<file path="src/rtl/pc_sequencer_pkg.sv">
// Shared CPU package: address width and program-counter sequencer state encoding.
package pc_sequencer_pkg;

  localparam int unsigned AddrW = 16;

  typedef enum logic [1:0] {
    StIdle   = 2'd0,
    StFetch  = 2'd1,
    StHalted = 2'd2
  } pc_state_e;

endpackage

</file>
<file path="src/rtl/pc_sequencer_incr16.sv">
// Incr16: 16-bit ripple incrementer built from a half-adder carry chain.
module pc_sequencer_incr16
  import pc_sequencer_pkg::*;
(
  input  logic [AddrW-1:0] in,
  output logic [AddrW-1:0] out,
  output logic             cy
);

  logic carry;

  always_comb begin
    carry = 1'b1;
    out   = '0;
    for (int i = 0; i < AddrW; i++) begin
      out[i] = in[i] ^ carry;
      carry  = carry & in[i];
    end
    cy = carry;
  end

endmodule

</file>
<file path="src/rtl/pc_sequencer.sv">
// Program-counter sequencer: issues fetch requests, handles redirects, halt/resume and wrap.
module pc_sequencer
  import pc_sequencer_pkg::*;
#(
  parameter logic [AddrW-1:0] RESET_VEC = 16'h0000
) (
  input  logic             clk,
  input  logic             rst,
  output logic             fetch_valid,
  output logic [AddrW-1:0] fetch_addr,
  input  logic             fetch_ready,
  input  logic             jmp_valid,
  input  logic [AddrW-1:0] jmp_addr,
  input  logic             halt,
  input  logic             resume,
  output logic [AddrW-1:0] pc,
  output logic             wrap
);

  pc_state_e        state_q;
  logic [AddrW-1:0] pc_q;
  logic [AddrW-1:0] pc_inc;
  logic             pc_cy;
  logic             fetch_valid_q;
  logic             wrap_q;
  logic             xfer;

  pc_sequencer_incr16 u_incr16 (
    .in  (pc_q),
    .out (pc_inc),
    .cy  (pc_cy)
  );

  assign xfer = fetch_valid_q & fetch_ready;

  always_ff @(posedge clk or posedge rst) begin
    if (rst) begin
      state_q       <= StIdle;
      pc_q          <= RESET_VEC;
      fetch_valid_q <= 1'b0;
      wrap_q        <= 1'b0;
    end else begin
      unique case (state_q)
        StIdle: begin
          if (jmp_valid) pc_q <= jmp_addr;
          state_q       <= StFetch;
          fetch_valid_q <= 1'b1;
        end
        StFetch: begin
          // A redirect squashes a same-cycle transfer entirely.
          if (jmp_valid) begin
            pc_q <= jmp_addr;
          end else if (xfer) begin
            pc_q <= pc_inc;
            if (pc_cy) wrap_q <= 1'b1;
          end
          if (halt) begin
            state_q       <= StHalted;
            fetch_valid_q <= 1'b0;
          end
        end
        StHalted: begin
          if (jmp_valid) pc_q <= jmp_addr;
          if (resume && !halt) begin
            state_q       <= StFetch;
            fetch_valid_q <= 1'b1;
          end
        end
        default: begin
          state_q       <= StIdle;
          fetch_valid_q <= 1'b0;
        end
      endcase
    end
  end

  assign fetch_valid = fetch_valid_q;
  assign pc          = pc_q;
  assign fetch_addr  = pc_q;
  assign wrap        = wrap_q;

endmodule

</file>
<file path="config.mk">
export PLATFORM = sky130hd
export DESIGN_NAME = pc_sequencer
export DESIGN_NICKNAME = d
export VERILOG_FILES = /design/src/rtl/pc_sequencer_pkg.sv /design/src/rtl/pc_sequencer_incr16.sv /design/src/rtl/pc_sequencer.sv
export SDC_FILE = /design/constraint.sdc
export NUM_CORES = 1
export LEC_CHECK = 0
export ABC_CLOCK_PERIOD_IN_PS = 5700
export CORE_MARGIN = 1
export CORE_UTILIZATION = 30
export CTS_BUF_LIST = sky130_fd_sc_hd__clkbuf_4 sky130_fd_sc_hd__clkbuf_8 sky130_fd_sc_hd__clkbuf_16
export CTS_CLUSTER_DIAMETER = 200
export DETAILED_ROUTE_END_ITERATION = 10
export PLACE_DENSITY_LB_ADDON = 0.08
export SYNTH_ARGS = -nofsm -noshare
export SYNTH_HDL_FRONTEND = slang
export SYNTH_SLANG_ARGS = --single-unit
</file>
<file path="constraint.sdc">
create_clock -name clk -period 5.7 [get_ports clk]
set_clock_uncertainty 0.1 [all_clocks]
set_input_delay 0.57 -clock clk [delete_from_list [all_inputs] [get_ports clk]]
set_output_delay 0.57 -clock clk [all_outputs]
set_load 0.02 [all_outputs]
</file>
Word-level counts from Yosys, hierarchy flattened:

Cells that the tools add are included.

* multiplexer cells: 10
* shift-type cells: 0
* eq/ne operators: 6
* bitwise logic cells: 33
* div/mod/pow operators: 0
* $lt $le $gt $ge: 0
* add/subtract/negate cells: 0
* multipliers: 0
* reduce and logical (&&, ||, !) cells: 8

Operators with widths (number)
* $mux 16: 3
* $pmux 16 s2: 1
* $and 1x1->1: 16
* $xor 1x1->1: 15
* $pmux 2 s3: 1
* $mux 2: 2
* $ne 2x2->1 const B: 2
* $reduce_and 4->1: 1
* $ne 3x3->1 const B: 1
* $pmux 1 s3: 1
* $reduce_and 3->1: 1
* $eq 2x1->1 const B: 1
* $eq 2x2->1 const B: 1
* $logic_not 2->1: 1
* $mux 1: 2
* $ne 2x1->1 const B: 1
* $not 1->1: 2
* $reduce_and 2->1: 1
* $reduce_bool 2->1: 1
* $reduce_or 2->1: 1
* $logic_and 1x1->1: 1
* $logic_not 1->1: 1

* logic and storage cells: 61
* bits in latches: 0
* memories kept: 0
* RAM bits: 0
* bits in read-only memories: 0
* flip-flop bits (word level): 20

Longest topological paths before layout:

* depth in word-level cells: 18
* depth in mapped cells: 17

Cells and area by module:

From an unflattened synthesis, not the netlist that was laid out.

* cell total of the unflattened synthesis: 98
* area total of the unflattened synthesis: 1328.8 sq um

By module, submodules not included
* pc_sequencer: cells an instance 82, seq. area each 475.5 sq um, times used 1, area an instance 1137.3 sq um
* pc_sequencer_incr16: cells an instance 16, seq. area each 0.0 sq um, times used 1, area an instance 191.4 sq um

Worst setup path after synthesis:

No wires, ideal clock.

* kind: flip-flop to flip-flop
* start: register pc_q[0] (netlist: fetch_addr[0])
* end: register pc_q[15] (netlist: fetch_addr[15])
* path buffers: 0
* stages on the path, launching flop included: 18
* data arrival time: 3.675 ns
* path slack: 1.800 ns
* cell sequence: dfrtp_1 > ha_1 > ha_1 > ha_1 > ha_1 > ha_1 > ha_1 > ha_1 > ha_1 > ha_1 > ha_1 > ha_1 > ha_1 > ha_1 > ha_1 > ha_1 > mux2_2 > mux2_2

* cells in the longest elaborated chain, start to end: 18

Ends and longest elaborated chain
* start, declared: line pc_sequencer.sv:21 `logic [AddrW-1:0] pc_q;`
* start signal, assigned: line pc_sequencer.sv:45 `if (jmp_valid) pc_q <= jmp_addr;`
* start signal, assigned: line pc_sequencer.sv:52 `pc_q <= jmp_addr;`
* start signal, assigned: line pc_sequencer.sv:54 `pc_q <= pc_inc;`
* $and 1x1->1 (14 in a row): line pc_sequencer_incr16.sv:17 `carry = carry & in[i];`
* $xor 1x1->1: line pc_sequencer_incr16.sv:16 `out[i] = in[i] ^ carry;`
* $mux 16: line pc_sequencer.sv:53 `end else if (xfer) begin`
* $mux 16: line pc_sequencer.sv:51 `if (jmp_valid) begin`
* $pmux 16 s2: line pc_sequencer.sv:43 `unique case (state_q)`

Every way passes these cells. The select of a mux whose other input is x is not followed.
A chain may end at the register's enable or synchronous reset.

Worst setup path after layout:

Ends and elaborated chain as after synthesis.

==> run metrics <==
RSZ-0062 raised after global routing=false; WL/cell=roughly 14 um; Clock power frac=under 10%; Finish-stage setup viols=0; die span in x=about 70 um; GRT met1 Usage=between 15 and 20%; Final ANT Viol Nets=0; type of the worst setup path=flop to flop; Max Cap Viol=0; Flop pwr share=26.6%; fin crit period=between 4000 and 5000 ps; #FFs+latches synth=19; met2 usage=18.23%; element type at the critical path start=flop; initial antenna violation count=0; TritonCTS Buffers=3; final hold violation count=0; Avg Inst Size Synth=13.48 sq um; RD Place Congestion=0.6730; gr ovfl total=0; Peak Freq=around 250 MHz; min-delay src=wrap; Seq/Total Area, Yosys=34.58%; Crit. Startpoint=fetch_addr[0]; total core area=roughly 0.0044 sq mm; First DRT Iteration DRCs=20; peak supply drop=0.0002259 V; status=finished clean; placed inst area=0.001828 sq mm; antenna cell count=0; RR Startpoint=fetch_addr[0]; drc violations=0; Post-Route Setup TNS=0 ps; register clock-pin slew on the reported worst setup and hold paths=80 ps; met3 Resource Use GR=3.779%; Worst R2R Setup Slack=1680 ps; syn_nets=139; cts hold-fix bufs=0; Vias=900; Routed WL=2.643 mm; pwr/cell area=between 500 and 600 mW/mm^2; clk root buf=clkbuf_8; nets=180; commonest cells after routing, fill and taps aside=55 x clkdlybuf4s50_1, 21 x mux2_4, 19 x dfrtp_1, 15 x ha_1, 10 x mux2_2; data arrival time of the worst path=just over 4000 ps; Post-Place Setup Slack=1662 ps; Final HPWL DP=slightly below 2 mm; sw frac=approximately two fifths; Clock Latency Late Sink=260 ps; row cnt=24; H-tree depth=1; most common cell after layout, fill and taps aside=clkdlybuf4s50_1; Design Power=1.080 mW; largest net degree at the start of global routing=20; worst-path fanout max=5; number of global-route vias before repair=874; Clock Sinks=19; post-synthesis instance total=102; Design Area, Final=roughly 0.0019 sq mm; worst-margin pin slew=between 800 and 900 ps; crit end category=flop; die height=69.70 um; CP Data Required Time=around 5800 ps; Internal=653.0 uW; Port Buffers=55; # IOs=56; share of layout cells above drive strength 1=between 20% and 30%; area of the mapped netlist=0.001375 sq mm; Final Worst Setup Slack=~1700 ps; Netlist cell types=20; yosys warns=0; switching power=427.2 uW; Leak=0.8726 nW; hold slack=396.3 ps; CTS tree=done; worst relative slew slack=46.01%; combinational share of power=about 64%; worst-case clock buffer depth=2; first-pass GRT wire length=4.409 mm; DR pass1 iterations=2; vias per cell=4.639; period utilization=70.46%; Total GRT Usage=a little under an eighth; CTS resizes=0; Max Transition Viols Final=0; area grow syn2layout=36.49%; setup bufs post-CTS=0; area of the die=0.004858 sq mm; Worst Hold Class=flop to flop; global routing's busiest layer=met2; Starting Density=31.36%
per-layer routing:
| metal | wire, um | vias up |
|---|---|---|
| met5 | 0 | - |
| met1 | 1218 | 433 |
| met2 | 1250 | 35 |
| li1 | - | 428 |
| met4 | 25 | 0 |
| met3 | 149 | 4 |
worst max-delay path, stage by stage, from the launching register on:
cell,delay [ps]
dfrtp_1,430
ha_1,220
ha_1,180
ha_1,190
ha_1,180
ha_1,200
ha_1,190
ha_1,180
ha_1,170
ha_1,180
ha_1,180
ha_1,180
ha_1,180
ha_1,180
ha_1,190
ha_1,260
mux2_2,250
mux2_2,250
final timing paths:
path                                   to  cells past startpoint
max                        fetch_addr[15]                     17
min                                  wrap                      1
min reg2reg                          wrap                      1
min in group asynchronous   fetch_addr[3]                      2
max in group asynchronous            wrap                      2
max reg2reg                fetch_addr[15]                     17
kinds of logic after synthesis:
kind of cell,after synthesis,share of synthesized area [%]
AND/OR/NAND/NOR,7,3.093
buffers and inverters,22,12.65
multiplexers,31,31.12
adder cells (fa/ha/maj),15,13.65
flip-flops,19,34.58
AO/OA/AOI/OAI,8,4.915
flip-flops by register name, summed over array words and instances (netlist names):
| signal | cells |
|---|---|
| wrap | 1 |
| state_q | 2 |
| fetch_addr | 16 |
power groups by stage:
stage	registers, mW	logic [mW]	clock network, mW
2_1_floorplan	0.345	0.445	0
3_3_place_gp	0.287	0.698	0
3_5_place_dp	0.293	0.696	0
4_1_cts	0.290	0.699	0.109
5_1_grt	0.303	0.732	0.118
6_report	0.287	0.689	0.104
cell type report:
type | instances | area, sq um
clock buffer | 4 | 48.80
multi-input combinational | 61 | 725.7
inverter | 3 | 11.26
fill | 417 | 2507
timing repair buffer | 55 | 550.5
sequential | 19 | 475.5
tap | 52 | 65.06
synth_stat cells:
cell      instances  share of area [%]
mux2_4           21                 23
dfrtp_1          19                 35
buf_4            16                8.7
ha_1             15                 14
mux2_2           10                8.2
inv_1             3               0.82
a21oi_1           2               0.73
buf_6             2                1.6
nor2_1            2               0.55
nor2b_1           2               0.91
a21boi_0          1               0.55
a21oi_4           1                1.2
a22o_1            1               0.64
a31o_2            1               0.64
a32o_1            1               0.73
buf_12            1                1.5
nand2_1           1               0.27
nand2b_4          1                1.0
nand3_1           1               0.36
o22ai_1           1               0.46
metrics by stage:
step,cells,util (%)
detailed placement,190,41.70
global route,194,42.81
CTS,194,42.81
finish,194,42.81
floorplan,102,-
global placement,190,41.70
No activity file was read; power rests on OpenSTA's default activity.
